[src/rtl/wb_timer_arbiter.sv]
// wb_timer_arbiter: round-robin two-master Wishbone arbiter in front of the timer slave
module wb_timer_arbiter #(parameter int TIMEOUT_CYCLES = 16) (
  input  logic        clk_i,
  input  logic        rst_n,
  input  logic [31:0] m0_adr_i,
  input  logic [31:0] m0_dat_i,
  input  logic [3:0]  m0_sel_i,
  input  logic        m0_we_i,
  input  logic        m0_cyc_i,
  input  logic        m0_stb_i,
  output logic [31:0] m0_dat_o,
  output logic        m0_ack_o,
  output logic        m0_err_o,
  input  logic [31:0] m1_adr_i,
  input  logic [31:0] m1_dat_i,
  input  logic [3:0]  m1_sel_i,
  input  logic        m1_we_i,
  input  logic        m1_cyc_i,
  input  logic        m1_stb_i,
  output logic [31:0] m1_dat_o,
  output logic        m1_ack_o,
  output logic        m1_err_o,
  output logic [31:0] s_adr_o,
  output logic [31:0] s_dat_o,
  output logic [3:0]  s_sel_o,
  output logic        s_we_o,
  output logic        s_cyc_o,
  output logic        s_stb_o,
  input  logic [31:0] s_dat_i,
  input  logic        s_ack_i,
  output logic [1:0]  grant_o
);
  typedef enum logic [1:0] {IDLE, BUSY, ABORT} state_t;
  state_t state_q, state_d;
  logic owner_q, owner_d, last_q, last_d;
  logic req0, req1, win, busy, own, o_cyc, o_stb, tmo;
  assign req0 = m0_cyc_i & m0_stb_i;
  assign req1 = m1_cyc_i & m1_stb_i;
  assign win = (req0 & req1) ? ~last_q : req1;
  assign busy = state_q == BUSY;
  assign own = state_q != IDLE;
  assign o_cyc = owner_q ? m1_cyc_i : m0_cyc_i;
  assign o_stb = owner_q ? m1_stb_i : m0_stb_i;
`ifdef WB_ARB_TIMEOUT_EN
  logic [7:0] wd_cnt_q, wd_cnt_d;
  assign tmo = busy && wd_cnt_q == 8'(TIMEOUT_CYCLES);
  always_comb wd_cnt_d = (!busy || s_ack_i) ? 8'd0 : s_stb_o ? wd_cnt_q + 8'd1 : wd_cnt_q;
  always_ff @(posedge clk_i or negedge rst_n)
    if (!rst_n) wd_cnt_q <= 8'd0;
    else wd_cnt_q <= wd_cnt_d;
`else
  assign tmo = 1'b0;
`endif
  always_comb begin
    state_d = state_q;
    owner_d = owner_q;
    last_d = last_q;
    if (state_q == IDLE) begin
      if (req0 | req1) begin
        state_d = BUSY;
        owner_d = win;
        last_d = win;
      end
    end else if (!o_cyc) state_d = IDLE;
    else if (tmo) state_d = ABORT;
  end
  always_ff @(posedge clk_i or negedge rst_n)
    if (!rst_n) begin
      state_q <= IDLE;
      owner_q <= 1'b0;
      last_q <= 1'b1;
    end else begin
      state_q <= state_d;
      owner_q <= owner_d;
      last_q <= last_d;
    end
  assign s_adr_o = own ? (owner_q ? m1_adr_i : m0_adr_i) : 32'd0;
  assign s_dat_o = own ? (owner_q ? m1_dat_i : m0_dat_i) : 32'd0;
  assign s_sel_o = own ? (owner_q ? m1_sel_i : m0_sel_i) : 4'd0;
  assign s_we_o = own & (owner_q ? m1_we_i : m0_we_i);
  assign s_cyc_o = busy & o_cyc;
  assign s_stb_o = busy & o_stb;
  assign grant_o = own ? {owner_q, ~owner_q} : 2'b00;
  assign m0_ack_o = busy & ~owner_q & s_ack_i;
  assign m1_ack_o = busy & owner_q & s_ack_i;
  assign m0_dat_o = (busy & ~owner_q) ? s_dat_i : 32'd0;
  assign m1_dat_o = (busy & owner_q) ? s_dat_i : 32'd0;
  assign m0_err_o = tmo & ~owner_q;
  assign m1_err_o = tmo & owner_q;
endmodule

[config.mk]
export PLATFORM = sky130hd
export DESIGN_NAME = wb_timer_arbiter
export DESIGN_NICKNAME = d
export VERILOG_FILES = /design/src/rtl/wb_timer_arbiter.sv
export SDC_FILE = /design/constraint.sdc
export NUM_CORES = 1
export LEC_CHECK = 0
export ABC_AREA = 1
export BUFFER_PORTS_ARGS = -buffer_cell sky130_fd_sc_hd__clkbuf_2
export CAP_MARGIN = 20
export CORE_AREA = 2 2 125 127
export DETAILED_ROUTE_END_ITERATION = 8
export DIE_AREA = 0 0 127 129
export PLACE_DENSITY = 0.49
export SLEW_MARGIN = 10
export SYNTH_ARGS = -nofsm -noshare
export SYNTH_HDL_FRONTEND = slang
export SYNTH_SLANG_ARGS = --single-unit
[constraint.sdc]
create_clock -name clk_i -period 1.4 [get_ports clk_i]
set_input_delay 0.21 -clock clk_i [delete_from_list [all_inputs] [get_ports clk_i]]
set_output_delay 0.21 -clock clk_i [all_outputs]
set_load 0.005 [all_outputs]
Word-level counts from Yosys, hierarchy flattened
Cells that the tools add are included.
{"block": "word_totals", "inputBits": 177, "regBits": 4, "out_inout_bits": 141, "wordCells": 39}
{"block": "classes", "bitwise": 13, "mux": 16, "eq_ne": 3, "reduce_logical": 4}
{"operator": "2-to-1 mux 32 bit", "n": 6}
{"operator": "bitwise AND 1 bit", "n": 10}
{"operator": "2-to-1 mux 2 bit", "n": 4}
{"operator": "2-to-1 mux 4 bit", "n": 2}
{"operator": "2-to-1 mux 1 bit", "n": 4}
{"operator": "!= test 2 x 1 -> 1 bit (second input constant)", "n": 2}
{"operator": "AND reduction 2 bit", "n": 2}
{"operator": "== test 2 x 1 -> 1 bit (second input constant)", "n": 1}
{"operator": "logical NOT 2 bit", "n": 1}
{"operator": "inverter 1 bit", "n": 2}
{"operator": "nonzero test 2 bit", "n": 1}
{"operator": "bitwise OR 1 bit", "n": 1}

Depth between registers and ports, before layout
{"block": "depth", "word_depth": 4, "depth_mapped": 5, "ltp_nobuf": 5}

Worst setup path before layout
OpenSTA, ideal clock, no wires.
{"block": "synth_timing", "path_type": "register -> output", "from": "register owner_q", "to": "output s_adr_o[0]", "t_required_ns": 1.190, "arrival_time_ns": 1.012, "n_path_buf": 1, "path_stages_with_launch": 5, "path_slack_ns": 0.178, "path_cell_list": "dfrtp_1 -> nor2_4 -> clkbuf_1 -> nand2_1 -> nand2_1"}
{"block": "synth_between", "elab_chain_len": 2}
{"element": "start, declared", "line_no": "35", "rtl": "logic owner_q, owner_d, last_q, last_d;"}
{"element": "start signal, assigned", "line_no": "74", "rtl": "owner_q <= owner_d;"}
{"element": "2-to-1 mux 32 bit (2 in series)", "line_no": "77", "rtl": "assign s_adr_o = own ? (owner_q ? m1_adr_i : m0_adr_i) : 32'd0;"}
{"element": "end, declared", "line_no": "23", "rtl": "output logic [31:0] s_adr_o,"}
No other way between the ends.

Worst setup path after layout
{"block": "layout_timing", "from": "register owner_q", "to": "output s_dat_o[21]"}
{"block": "layout_between", "elab_chain_len": 2}
{"element": "2-to-1 mux 32 bit (2 in series)", "line_no": "78", "rtl": "assign s_dat_o = own ? (owner_q ? m1_dat_i : m0_dat_i) : 32'd0;"}
{"element": "end, declared", "line_no": "24", "rtl": "output logic [31:0] s_dat_o,"}
No other way between the ends.

==> results.py <==
metrics = {
    "final_layout": {
        "multi_input_area_sq_um": 1356,
        "seqCellArea_sq_um": 76.32,
        "final_util_pct": 26.14,
        "n_antenna_cell": 0,
        "instances_no_fill": 867,
        "final_layout_size_suffix_gt1_share_pct": 60.38,
        "synthToLayoutAreaGrowth_pct": 168.1,
        "num-nets-final": 857,
        "layout_commonest_cell": "clkbuf_2",
        "fillers": 1703,
        "layout_common_cells": "287 x clkbuf_2, 171 x nand2_1, 52 x nor2_1",
        "final_design_area_no_fill_sq_um": 3915,
    },
    "setup_path": {
        "ff2ff_setup_slack_ns": 0.29,
        "r2r-end": "state_q[0]",
        "cp.arrival_ns": 1.38,
        "r2r_cells": 5,
        "cp.required_ns": 1.19,
        "worstSetupStartpointType": "flop",
        "crit_fanout": 8,
        "path_class": "flop to output pin",
        "critPathCaptureType": "output pin",
        "reg2reg_from": "owner_q",
    },
    "sta": {
        "fin_crit_ns": 1.586,
        "finalSetupViolations": 139,
        "skew_ns": 0.002928,
        "drv_slew": 0,
        "fmax_ghz": 0.6305,
        "hold_viol_final": 0,
        "rsz0062_at_grt": "yes",
        "fin_crit_sh_pct": 113.3,
        "fin_ws_ns": -0.1861,
    },
    "power": {
        "power_density_nw_per_um2": 1571,
        "power.total_mw": 6.149,
        "ir_worst_vdd_v": 0.0004704,
        "p_leak_nw": 2.714,
    },
    "clock_network": {
        "cts_made_buffers": 3,
        "root_buffer": "clkbuf_16",
        "clock_sinks": 3,
        "insertion_delay_ns": 0.22,
        "clkTransAtPathRegs_ns": 0.03,
        "cts_max_level": 1,
        "cts_buffer_depth": 2,
        "cts_tree": "yes",
    },
    "place": {
        "hpwl_microns": 7823,
        "pre_cts_ws_ns": 0.01496,
        "placed_cell_area_sq_um": 3286,
        "dpl.cell_count": 850,
        "place_congestion": 0.7493,
        "port_buffers": 315,
    },
    "synthesis": {
        "syn_area_per_cell_sq_um": 4.090,
        "yosysUniqueCellTypes": 12,
        "synth_fa_ha_area_share_pct": 0,
        "synthXorXnorAreaFrac_pct": 0,
        "syn_inst": 357,
        "yosysWarnings": 0,
        "synthSimpleGateAreaFrac_pct": 76.61,
        "synth_area_sq_um": 1460,
        "synth-compound-area-share_pct": 0,
        "synthMuxAreaShare_pct": 0,
        "ys_ff_latch": 3,
        "synth_top_family_by_area": "simple AND/OR/NAND/NOR gates",
        "ys_seq_area_share_pct": 5.227,
    },
    "grt": {
        "busiest_layer": "met2",
        "grt_max_degree": 34,
        "grt_usage_pct": 10.57,
        "grt-ovfl-total": 0,
        "grt_pass1_wl_microns": 13460,
        "grt_use_met2_pct": 21.13,
        "grtUsageMet1_pct": 11.08,
        "antenna_found_initial": 0,
        "grt_pass1_vias": 2691,
        "use_met3_pct": 2.328,
    },
    "drt": {
        "wl_microns": 9963,
        "vias": 3172,
        "drt-pass1-iter-count": 4,
        "wire_per_inst_microns": 11.49,
        "drt_iter0_markers": 82,
        "viasPerCell": 3.659,
        "ant_nets": 0,
        "drc": 0,
    },
    "hold_path": {
        "hold_class": "input pin to flop",
        "hold_depth": 3,
        "worstHoldStart": "m1_cyc_i",
        "whs_endpoint": "state_q[0]",
    },
    "floorplan": {
        "core_sq_um": 14980,
        "die_w_microns": 127,
        "initial_core_util_pct": 9.749,
        "num_rows": 45,
        "ios": 318,
        "die-area_sq_um": 16380,
        "die_y_microns": 129,
    },
    "run_status": {
        "violations": "negative setup slack",
        "outcome": "finished with violations",
    },
    "run": {
        "drv_cap": 0,
    },
}
## synthesized netlist by cell type
| cell type | count | share of area (%) |
|---|---|---|
| nand2_1 | 221 | 57 |
| inv_1 | 35 | 9.0 |
| nor2_4 | 1 | 0.77 |
| buf_2 | 5 | 1.7 |
| buf_4 | 9 | 4.6 |
| nand3_1 | 6 | 2.1 |
| inv_2 | 2 | 0.51 |
| dfrtp_1 | 2 | 3.4 |
| dfstp_2 | 1 | 1.8 |
| nor2_1 | 66 | 17 |
| clkbuf_1 | 8 | 2.1 |
| conb_1 | 1 | 0.26 |
## state kept, by name, summed over array words and instances, names as in the netlist
name,count
state_q,1
last_q,1
owner_q,1
## worst max path at each step
| stage | from | depth (start not counted) | to |
|---|---|---|---|
| finish | owner_q | 7 | s_dat_o[21] |
| global route | state_q[0] | 7 | s_dat_o[17] |
| CTS | owner_q | 6 | s_adr_o[19] |
| detailed placement | owner_q | 5 | s_adr_o[16] |
| global placement | owner_q | 5 | s_adr_o[16] |
| floorplan | owner_q | 4 | s_adr_o[0] |
## layout make-up
type	instances	share of cell area, %
sequential	3	1.950
clock buffer	4	2.013
multi-input combinational	296	34.64
timing repair buffer	339	51.65
tap	188	6.008
inverter	37	3.739
## timing repair
item | in CTS | in global routing
setup buffers | 5 | 1
cloned | 6 | 1
gates resized for setup | 48 | 79
setup endpoints to repair | 139 | 139
pin swaps | 1 | 6
hold buffers | 1 | 0
hold endpoints to repair | 3 | 0
## routing by layer
| metal | part of all wire, % | vias to the layer above |
|---|---|---|
| li1 | - | 1665 |
| met1 | 37 | 1327 |
| met2 | 54 | 178 |
| met3 | 7.7 | 2 |
| met4 | 0.70 | 0 |
| met5 | 0 | - |
## logic make-up (layout without fill, tap and decap cells)
logic type	after synthesis	in the layout
buf+inv	59	380
simple gates	294	294
flops	3	3
other cells	1	2
## per-stage QoR
stage / TNS, ns / hold WS [ns]
4_1_cts: -19.45 / 0.3141
5_1_grt: -25.41 / 0.3365
6_report: -17.03 / 0.3006
2_1_floorplan: 0 / -0.08559
3_3_place_gp: 0 / 0.01491
3_5_place_dp: 0 / 0.01472
## worst max-delay path: stages, from the launching register on
cell and delay (ns):
dfrtp_1 0.40, nor2_4 0.14, buf_6 0.12, buf_6 0.12, buf_12 0.14, nand2_2 0.05, nand2_1 0.06, buf_2 0.11
## power by group
part	internal, mW	switching (mW)	leakage [nW]
clock network	0.376	0.0800	0.0382
registers	0.139	0.0334	0.0350
logic	2.71	2.82	2.64
total	3.22	2.93	2.71
Power figures use the tool's default switching activity.
